$ cat config.mk
export PLATFORM = sky130hd
export DESIGN_NAME = reg3_load_arbiter
export DESIGN_NICKNAME = d
export VERILOG_FILES = /design/src/rtl/reg3_load_arbiter_pkg.sv /design/src/rtl/reg3_load_arbiter_rr_pick.sv /design/src/rtl/reg3_load_arbiter.sv
export SDC_FILE = /design/constraint.sdc
export NUM_CORES = 1
export LEC_CHECK = 0
export CAP_MARGIN = 0
export CORE_MARGIN = 1.5
export CORE_UTILIZATION = 45
export CTS_CLUSTER_DIAMETER = 120
export DETAILED_ROUTE_END_ITERATION = 7
export MAX_ROUTING_LAYER = met4
export PLACE_DENSITY = 0.82
export SLEW_MARGIN = 20
export SYNTH_ARGS = -nofsm -noshare
export SYNTH_HDL_FRONTEND = slang
export SYNTH_HIERARCHICAL = 1
export SYNTH_SLANG_ARGS = --single-unit
$ cat constraint.sdc
create_clock -name clk -period 4.9 [get_ports clk]
set_clock_uncertainty 0.2 [all_clocks]
set_input_delay 0.98 -clock clk [delete_from_list [all_inputs] [get_ports clk]]
set_output_delay 0.98 -clock clk [all_outputs]
set_load 0.03 [all_outputs]
$ cat src/rtl/reg3_load_arbiter_pkg.sv
// Shared types and defaults for the 3-bit load-register arbiter and its round-robin picker.
package reg3_load_arbiter_pkg;

  typedef enum logic [1:0] {
    IDLE = 2'd0,
    LOAD = 2'd1,
    COOL = 2'd2
  } state_e;

  localparam int unsigned N_REQ_DEF    = 4;
  localparam int unsigned DW_DEF       = 3;
  localparam int unsigned HOLD_CYC_DEF = 1;

  // Width of a requester index; never narrower than one bit.
  function automatic int unsigned owner_w(input int unsigned n);
    return (n < 2) ? 1 : $clog2(n);
  endfunction

endpackage

$ cat src/rtl/reg3_load_arbiter_rr_pick.sv
// Combinational round-robin picker: first set request searching circularly from last+1.
module reg3_load_arbiter_rr_pick
  import reg3_load_arbiter_pkg::*;
#(
  parameter int unsigned N_REQ = N_REQ_DEF,
  parameter int unsigned OW    = owner_w(N_REQ_DEF)
) (
  input  logic [N_REQ-1:0] i_req,
  input  logic [OW-1:0]    i_last,
  output logic [OW-1:0]    o_pick,
  output logic             o_valid
);

  logic [OW-1:0] w_idx;

  // Walk from the farthest candidate to the nearest so the nearest hit wins.
  always_comb begin
    o_pick  = '0;
    o_valid = 1'b0;
    w_idx   = '0;
    for (int unsigned k = N_REQ; k >= 1; k--) begin
      w_idx = OW'((32'(i_last) + k) % N_REQ);
      if (i_req[w_idx]) begin
        o_pick  = w_idx;
        o_valid = 1'b1;
      end
    end
  end

endmodule

$ cat src/rtl/reg3_load_arbiter.sv
// Round-robin owner of a shared parallel-load register: grants one requester at a time,
// drives the load strobe/data and keeps a shadow of the loaded value and its owner.
module reg3_load_arbiter
  import reg3_load_arbiter_pkg::*;
#(
  parameter int unsigned N_REQ    = N_REQ_DEF,
  parameter int unsigned DW       = DW_DEF,
  parameter int unsigned HOLD_CYC = HOLD_CYC_DEF,
  localparam int unsigned OW      = owner_w(N_REQ)
) (
  input  logic                clk,
  input  logic                rst_n,
  input  logic [N_REQ-1:0]    req,
  input  logic [N_REQ*DW-1:0] data,
  output logic [N_REQ-1:0]    ack,
  output logic                pl,
  output logic [DW-1:0]       di_out,
  output logic [DW-1:0]       reg_q,
  output logic [OW-1:0]       owner,
  output logic                busy
);

  localparam int unsigned CW = 3;

  state_e           r_state;
  logic [CW-1:0]    r_cnt;
  logic [OW-1:0]    r_last;
  logic [OW-1:0]    r_owner;
  logic [DW-1:0]    r_di;
  logic [DW-1:0]    r_q;
  logic [N_REQ-1:0] r_ack;
  logic             r_pl;
  logic             r_busy;

  logic [OW-1:0]    w_pick;
  logic             w_valid;
  logic [DW-1:0]    w_data [N_REQ];

  for (genvar g = 0; g < N_REQ; g++) begin : g_unpack
    assign w_data[g] = data[g*DW +: DW];
  end

  reg3_load_arbiter_rr_pick #(
    .N_REQ (N_REQ),
    .OW    (OW)
  ) u_rr_pick (
    .i_req   (req),
    .i_last  (r_last),
    .o_pick  (w_pick),
    .o_valid (w_valid)
  );

  // Grant FSM; data is captured at arbitration so later changes on the bus are ignored.
  always_ff @(posedge clk) begin
    if (!rst_n) begin
      r_state <= IDLE;
      r_cnt   <= '0;
      r_last  <= OW'(N_REQ - 1);
      r_owner <= '0;
      r_di    <= '0;
      r_q     <= '0;
      r_ack   <= '0;
      r_pl    <= 1'b0;
      r_busy  <= 1'b0;
    end else begin
      case (r_state)
        IDLE: begin
          if (w_valid) begin
            r_state <= LOAD;
            r_owner <= w_pick;
            r_di    <= w_data[w_pick];
            r_pl    <= 1'b1;
            r_ack   <= N_REQ'(1) << w_pick;
            r_busy  <= 1'b1;
          end
        end
        LOAD: begin
          r_pl   <= 1'b0;
          r_ack  <= '0;
          r_q    <= r_di;
          r_last <= r_owner;
          if (HOLD_CYC != 0) begin
            r_state <= COOL;
            r_cnt   <= CW'(HOLD_CYC - 1);
          end else begin
            r_state <= IDLE;
            r_busy  <= 1'b0;
          end
        end
        COOL: begin
          if (r_cnt == '0) begin
            r_state <= IDLE;
            r_busy  <= 1'b0;
          end else begin
            r_cnt <= r_cnt - CW'(1);
          end
        end
        default: begin
          r_state <= IDLE;
          r_pl    <= 1'b0;
          r_ack   <= '0;
          r_busy  <= 1'b0;
        end
      endcase
    end
  end

  assign ack    = r_ack;
  assign pl     = r_pl;
  assign di_out = r_di;
  assign reg_q  = r_q;
  assign owner  = r_owner;
  assign busy   = r_busy;

endmodule
==> flow_summary_export.csv, run 1 <==
group,metric,value,unit
yosys,synth_top_area_cell,"dfxtp_1",
final_layout,fill_cells,204,
clocking,postCtsHoldBufs,0,
final_layout,fin_cells,170,
yosys,synth-xor-area-share,0,
yosys,ys_seq_area_frac,0.413,
global_route,grt_pass1_wl,3.43,mm
floorplanning,num_rows,17,
final_layout,area_growth,33.7,%
clocking,insertion_delay,310,ps
worst_setup_path,regToRegSetupSlack,2790,ps
worst_setup_path,r2r-end,"di_out[2]$_SDFFE_PN0P_",
power_and_ir_drop,power_frac_comb,0.286,
yosys,synth_edf_count,0,
route,totalWireLength,2.08,mm
yosys,synth-compound-area-share,0.204,
power_and_ir_drop,clkPwrFrac,0.214,
yosys,yosysTopAreaCellShare,0.413,
worst_setup_path,reg2reg_from,"r_last[1]$_SDFFE_PN1P_",
power_and_ir_drop,p_per_area,290,mW/mm2
route,first_pass_iters,4,
worst_hold_path,min_from,"pl$_SDFFE_PN0P_",
global_route,antenna_found_initial,0,
final_layout,nets,163,
yosys,synthFlopType,"dfxtp_1",
timing,min_period_over_period,0.578,
clocking,cts.sinks,21,
yosys,yosysWarningCount,6,
power_and_ir_drop,p_switching,124,uW
floorplanning,dieHeight,50.5,um
status,status,"completed",
yosys,synth_fa_ha_area_frac,0.0246,
floorplanning,core,0.00217,mm2
clocking,numCtsBuffers,3,
yosys,synth-seq-cells,21,
clocking,post_cts_buffers,0,
place,io_buffers,31,
worst_setup_path,start_kind,"input pin",
clocking,cts_tree,"built",
route,wl_per_cell,12.2,um
timing,hold_viol,0,
clocking,clk_transition_reported_paths,120,ps
worst_hold_path,hold_path_end,"pl$_SDFFE_PN0P_",
timing,fmax,353,MHz
yosys,synth_top_family_by_area,"simple AND/OR/NAND/NOR gates",
route,routed_via_density,5.23,
worst_setup_path,critPathKind,"in2reg",
global_route,grt.total_usage,0.186,
route,remaining_drc_errors,0,
worst_setup_path,end_kind,"flip-flop",
power_and_ir_drop,netSwitchingFraction,0.314,
final_layout,final_util,0.627,
floorplanning,die_width,50.5,um
clocking,cts_buffer_depth,2,
timing,max_slew_margin,0.565,
route,ant_nets,0,
power_and_ir_drop,internal_power,270,uW
global_route,grt_pass1_vias,843,
timing,rsz0062_at_grt,"false",
yosys,syn_avg_cell_area,9.08,um2
final_layout,diodes,0,
yosys,async_reset_ff_frac,0,
worst_setup_path,path_max_fanout,8,
yosys,syn-num-nets,132,
clocking,cts_resized,0,
job,maxCapViolCount,0,
place,place_inst,166,
timing,tightest_slew,652,ps
timing,setup_violations,0,
floorplanning,ios,32,
power_and_ir_drop,vdd_ir_drop_max,0.000193,V
global_route,grt_max_degree,17,
timing,slew_violations,0,
worst_hold_path,hold_class,"reg2reg",
yosys,synthCells,112,
yosys,synth-simple-area-share,0.230,
yosys,synthMuxAreaShare,0.0763,
place,gp_congestion,0.742,
route,first_iter_violations,12,
worst_setup_path,reg2reg_depth,5,
power_and_ir_drop,power_leakage,0.000513,uW
yosys,synth_area,0.00102,mm2
global_route,gr-total-overflow,0,
final_layout,final_layout_size_suffix_gt1_frac,0.106,
clocking,cts_root_buffer,"clkbuf_4",
place,dp_hpwl,1.63,mm
power_and_ir_drop,power_frac_seq,0.500,
yosys,synth_cell_types,31,
floorplanning,die_area,0.00255,mm2
worst_hold_path,min_path_cells,2,
worst_setup_path,worst_ep_arrival_time,2830,ps
timing,timing.final.crit_period,2830,ps
floorplanning,start_util,0.469,
route,vias,889,
worst_setup_path,required,4900,ps
yosys,synth_area_leaders,"dfxtp_1 41%, nand2_1 6.6%, mux4_2 6.6%, a21boi_0 5.2%, nor2_1 4.1%",
timing,finalSetupTns,0,ps
clocking,cts_max_level,1,
[worst max path at each step]
stage | startpoint | end | slack (ps)
2_1_floorplan | req[2] | di_out[0]$_SDFFE_PN0P_ | 2400
3_5_place_dp | req[3] | di_out[2]$_SDFFE_PN0P_ | 1710
4_1_cts | req[3] | di_out[2]$_SDFFE_PN0P_ | 2050
3_3_place_gp | req[3] | di_out[2]$_SDFFE_PN0P_ | 1790
6_report | req[2] | di_out[2]$_SDFFE_PN0P_ | 2070
5_1_grt | req[3] | di_out[1]$_SDFFE_PN0P_ | 1960
[cells in the mapped netlist, types with 2 or more instances]
cell type   n
ha_1        2
o21ai_0     2
nand2_1    18
a21oi_1     8
o21a_1      3
mux4_2      3
buf_2       3
a21boi_0    7
nand3_1     2
and2b_2     2
nand2b_1    4
and3_1      2
dfxtp_1    21
o2bb2ai_1   3
inv_1       5
nor3b_1     2
nor2_1     11
[cell usage in the layout, fill, tap and decap left out, types with 2 or more instances in the layout]
cell type | Yosys | layout
nand3_1 | 2 | 2
o2bb2ai_1 | 3 | 3
and2b_2 | 2 | 2
o21a_1 | 3 | 3
a21oi_1 | 8 | 8
o21ai_0 | 2 | 2
a21boi_0 | 7 | 7
inv_1 | 5 | 5
nand2_1 | 18 | 18
and3_1 | 2 | 2
clkbuf_4 | 0 | 3
nor3b_1 | 2 | 2
mux4_2 | 3 | 3
ha_1 | 2 | 2
clkdlybuf4s50_1 | 0 | 31
nor2_1 | 11 | 11
dfxtp_1 | 21 | 21
nand2b_1 | 4 | 4
[stage by stage]
| stage | cell area, um2 | total power (uW) | hold slack (ps) | worst slack [ps] |
|---|---|---|---|---|
| after floorplan | 1020 | 271 | 287 | 2400 |
| after global placement | 1330 | 311 | 240 | 1790 |
| after detailed placement | 1330 | 314 | 251 | 1710 |
| after CTS | 1360 | 397 | 271 | 2050 |
| after global routing | 1360 | 413 | 305 | 1960 |
| final | 1360 | 394 | 265 | 2070 |
[layer usage]
| metal | part of all wire | up-vias | track usage |
|---|---|---|---|
| li1 | - | 450 | - |
| met1 | 0.43 | 408 | 0.192 |
| met2 | 0.50 | 27 | 0.336 |
| met3 | 0.046 | 4 | 0.0357 |
| met4 | 0.020 | 0 | 0.0946 |
| met5 | 0 | - | - |
[cell families (layout without fill, tap and decap cells)]
group           Yosys count  after routing
flops                    21             21
buf+inv                  11             41
mux                       4              4
simple gates             46             46
compound gates           28             28
fa+ha+maj                 2              2
[sequential cells by signal, summed over array words and instances, names as in the netlist]
signal / count
r_last: 2
r_cnt: 3
r_state: 2
di_out: 3
reg_q: 3
ack: 4
pl: 1
owner: 2
busy: 1
[area by class of cell]
| class | instances | area (um2) | share of cell area |
|---|---|---|---|
| Clock buffer | 3 | 22.5 | 0.0166 |
| Clock inverter | 1 | 5.00 | 0.00368 |
| Inverter | 6 | 22.5 | 0.0166 |
| Multi-Input combinational cell | 80 | 544 | 0.400 |
| Sequential cell | 21 | 420 | 0.309 |
| Tap cell | 28 | 35.0 | 0.0258 |
| Timing Repair Buffer | 31 | 310 | 0.228 |
[power groups by stage]
stage                     Sequential [uW]  Clock [uW]  Combinational [uW]
after floorplan                       218           0                52.7
after global placement                200           0                 110
after detailed placement              201           0                 113
after CTS                             197        86.4                 113
after global routing                  199        92.3                 122
final                                 197        84.2                 113
[worst max-delay path: stages]
cell,delay (ps)
clkdlybuf4s50_1,450
and2b_1,250
a21oi_2,40
o221ai_2,410
mux4_2,570
o2bb2ai_1,130
Power figures use the tool's default switching activity.
==> inputs of run 2 (changes only) <==
Settings changed: CORE_UTILIZATION 45 to 40, PLACE_DENSITY 0.82 to 0.77.
Clock period 4.9 ns to 2.6 ns, I/O delays scaled along.
==> flow_summary_export.csv, run 2 (synthesis gave the netlist of run 1 again) <==
group,metric,value,unit
status,status,"completed",
floorplanning,core,0.00243,mm2
route,routed_via_density,5.06,
final_layout,nets,166,
worst_setup_path,reg2reg_from,"r_last[1]$_SDFFE_PN1P_",
worst_hold_path,hold_class,"reg2reg",
floorplanning,die_area,0.00285,mm2
timing,slew_violations,0,
final_layout,fill_cells,235,
global_route,gr-total-overflow,0,
timing,setup_violations,0,
timing,fmax,447,MHz
timing,layout_setup_ws,362,ps
floorplanning,die_width,53.4,um
route,remaining_drc_errors,0,
worst_setup_path,cpPeakStageDelay,550,ps
route,first_pass_iters,4,
worst_setup_path,end_kind,"flip-flop",
worst_setup_path,startpoint,"req[3]",
timing,hold_viol,0,
floorplanning,num_rows,18,
job,maxCapViolCount,0,
clocking,cts.sinks,21,
floorplanning,dieHeight,53.4,um
final_layout,layout_common_cells,"31 x clkdlybuf4s50_1, 21 x dfxtp_1, 18 x nand2_1",
timing,finalSetupTns,0,ps
clocking,cts_tree,"built",
floorplanning,ios,32,
clocking,clk_transition_reported_paths,120,ps
worst_setup_path,worst_ep_arrival_time,2240,ps
worst_hold_path,min_from,"pl$_SDFFE_PN0P_",
clocking,cts_max_level,1,
route,totalWireLength,2.13,mm
worst_setup_path,required,2600,ps
timing,max_slew_margin,0.762,
worst_setup_path,r2r-end,"di_out[2]$_SDFFE_PN0P_",
place,gp_congestion,0.839,
final_layout,fin_cells,175,
worst_setup_path,crit_buf_inv,1,
power_and_ir_drop,vdd_ir_drop_max,0.000450,V
final_layout,diodes,0,
final_layout,final_layout_size_suffix_gt1_frac,0.124,
clocking,cts_root_buffer,"clkbuf_4",
clocking,postCtsHoldBufs,0,
clocking,insertion_delay,300,ps
final_layout,area_growth,36.2,%
route,ant_nets,0,
worst_setup_path,crit_slowest_cell,"mux4_2",
route,vias,885,
timing,rsz0062_at_grt,"false",
global_route,antenna_found_initial,0,
timing,tightest_slew,355,ps
route,first_iter_violations,15,
worst_setup_path,reg2reg_depth,5,
place,io_buffers,31,
final_layout,largest_reg_flops,4,
clocking,cts_buffer_depth,2,
worst_setup_path,critPathKind,"in2reg",
route,wl_per_cell,12.2,um
place,place_inst,171,
final_layout,final_util,0.569,
worst_setup_path,path_max_fanout,4,
power_and_ir_drop,power_leakage,0.000528,uW
place,dp_slack,12.7,ps
place,dp_hpwl,1.69,mm
clocking,numCtsBuffers,3,
power_and_ir_drop,p_per_area,535,mW/mm2
worst_setup_path,crit_chain,"clkdlybuf4s50_1 > and2b_1 > a21oi_2 > o221ai_2 > mux4_2 > o2bb2ai_1",
worst_hold_path,min_path_cells,2,
worst_hold_path,hold_path_end,"pl$_SDFFE_PN0P_",
floorplanning,start_util,0.418,
global_route,grt_pass1_vias,856,
worst_setup_path,path_delay_family,"multiplexers",
worst_setup_path,regToRegSetupSlack,650,ps
worst_setup_path,start_kind,"input pin",
global_route,grt.total_usage,0.181,
global_route,grt_pass1_wl,3.59,mm
timing,fin_hold_ws,266,ps
timing,min_period_over_period,0.861,
clocking,cts_resized,0,
global_route,grt_max_degree,16,
timing,timing.final.crit_period,2240,ps
final_layout,final_common_cell,"clkdlybuf4s50_1",
clocking,post_cts_buffers,0,
[run 2: changes by cell type in the layout (fill, tap and decap cells not counted)]
cell,change
buf_4,+3
[run 2: where the power goes]
part	switching, uW	internal, uW
clock network	95.6	57.3
registers	22.4	348
logic	109	109
[run 2: cell type report]
cell class,count,area (um2),area share
multi-input combinational,80,544,0.393
sequential,21,420,0.304
timing repair buffer,34,333,0.240
tap,30,37.5,0.0271
clock buffer,3,22.5,0.0163
inverter,6,22.5,0.0163
clock inverter,1,5.00,0.00361
[run 2: worst max-delay path by stage]
stage                                   endpoint  slack (ps)  cells past startpoint
after global routing      di_out[2]$_SDFFE_PN0P_         300                      6
after CTS                 di_out[2]$_SDFFE_PN0P_         350                      6
after detailed placement  di_out[2]$_SDFFE_PN0P_          10                      6
final                     di_out[2]$_SDFFE_PN0P_         360                      6
after global placement    di_out[1]$_SDFFE_PN0P_          50                      6
after floorplan           di_out[0]$_SDFFE_PN0P_         560                      6
[run 2: layer usage]
metal,up-vias,GRT usage,share of wire
met5,-,-,0
met4,0,0.0128,0.0028
met3,2,0.0650,0.055
met2,25,0.333,0.52
met1,405,0.192,0.42
li1,453,-,-
[run 2: worst min-delay path, stage by stage, from the launching register on]
cell and delay, ps:
dfxtp_1 330, inv_1 50, a21oi_1 50
[run 2: per-stage QoR]
step / total power, uW / cell area (um2)
6_report: 741 / 1390
5_1_grt: 785 / 1390
3_5_place_dp: 597 / 1360
3_3_place_gp: 593 / 1360
4_1_cts: 751 / 1390
2_1_floorplan: 511 / 1020
==> patch (flow settings as in run 1) <==
The package constant `HOLD_CYC_DEF` goes from 1 to 0.
--- a/src/rtl/reg3_load_arbiter_pkg.sv
+++ b/src/rtl/reg3_load_arbiter_pkg.sv
@@ -10,5 +10,5 @@
   localparam int unsigned N_REQ_DEF    = 4;
   localparam int unsigned DW_DEF       = 3;
-  localparam int unsigned HOLD_CYC_DEF = 1;
+  localparam int unsigned HOLD_CYC_DEF = 0;
 
   // Width of a requester index; never narrower than one bit.
Function: changed (a bounded check fails within 4 cycles, from zero or initial values and one cycle with rst_n low).
==> patch against run 1 <==
Power fell by 22%; sequential cell count fell by 6; setup slack got worse by 26 ps; fmax down 0.91%; area after synthesis fell by 27%; wire length down 18%; cell area decreased by 22%; critical endpoint is now di_out[1]; largest cell class unchanged.
==> patch: results (changes against run 1) <==
* Status: completed
* Placed cell count at 120 (-28%)
* Crit. Startpoint: req[3]
* Post-synth top cells: 15 x dfxtp_1, 13 x nand2_1, 8 x nand2b_1
* Layout cell share with drive strength beyond 1 at 7.407% (-3.2 points)
* Synth area leaders: dfxtp_1 40%, mux2i_1 9.4%, mux4_2 9.1%
* Final Worst Setup Slack at 2040 ps (-26.04 ps)
* R2r worst-path depth at 6 (+1)
* Clock latency on the worst-skew pair at 280 ps (-30 ps)
* DP Worst Slack at 1731 ps (+20.77 ps)
* Vias post-DR at 662 (-26%)
* Nets at 127 (-22%)
* Leak at 0.0004085 µW (-20%)
* GRT Resource Usage Total at 19.96% (+1.3 points)
* Syn_area_per_cell at 9.439 µm² (+3.9%)
* Initial detailed-routing violation count at 5 (-7)
* Sequential-to-total area share from yosys stat at 40.27% (-1.1 points)
* Number of global-route vias before repair at 619 (-27%)
* R2r setup slk at 2820 ps (+30 ps)
* Via density per instance at 5.339 (+2.1%)
* Routed WL per cell at 13.76 µm (+12%)
* HP Start: ack[2]
* GPL Wtd Cong at 0.7660 (+3.2%)
* Net Count, Synth at 97 (-27%)
* DP Area at 0.001039 mm² (-22%)
* Worst hold endpoint: ack[2]
* Crit path to: di_out[1]
==> patch: cell count changes after synthesis, moves of 4 or more <==
| cell | run 1 | this run |
|---|---|---|
| nor2_1 | 11 | 4 |
| dfxtp_1 | 21 | 15 |
| a21boi_0 | 7 | 2 |
| mux2i_1 | 1 | 7 |
| nand2b_1 | 4 | 8 |
| nand2_1 | 18 | 13 |
| inv_1 | 5 | 1 |
==> patch: final cells by class <==
type                            instances  area [µm²]
Fill cell                             130       459.2
Sequential cell                        15       300.3
Clock buffer                            4       26.28
Timing Repair Buffer                   31       310.3
Tap cell                               16       20.02
Inverter                                1       3.754
Multi-Input combinational cell         57       404.1
==> patch: per-layer routing <==
metal / vias up / wire length (µm) / part of all wire, % / track usage (%)
met3: 2 / 125 / 7.3 / 6.667
met2: 24 / 839 / 49 / 33.24
met4: 0 / 17 / 1.0 / 7.273
met5: - / 0 / 0 / -
met1: 308 / 723 / 42 / 21.99
li1: 328 / - / - / -
==> patch: per-stage QoR <==
step,hold slack [ps],power [µW]
floorplan,307.5,202.9
CTS,284.8,308.6
finish,283.0,306.0
global route,291.6,321.4
detailed placement,270.3,238.1
global placement,257.3,235.9
==> patch: kinds of logic after synthesis <==
logic type | after synthesis | share of synthesized area (%)
mux | 10 | 18.46
simple gates | 34 | 23.32
compound gates | 13 | 12.41
flops | 15 | 40.27
buf+inv | 7 | 5.536
==> patch: where the power goes <==
part	switching, µW	leakage [µW]	internal, µW
clock	39.2	0.0000150	31.6
combinational	44.9	0.000270	48.8
sequential	9.54	0.000123	132
total	93.6	0.000409	212
==> patch: worst max-delay path, cell delays in order <==
cell             delay (ps)
clkdlybuf4s50_1         520
and2b_1                 180
a21oi_2                  40
o221ai_2                410
mux4_2                  560
nand2_1                  80
a21boi_1                 50
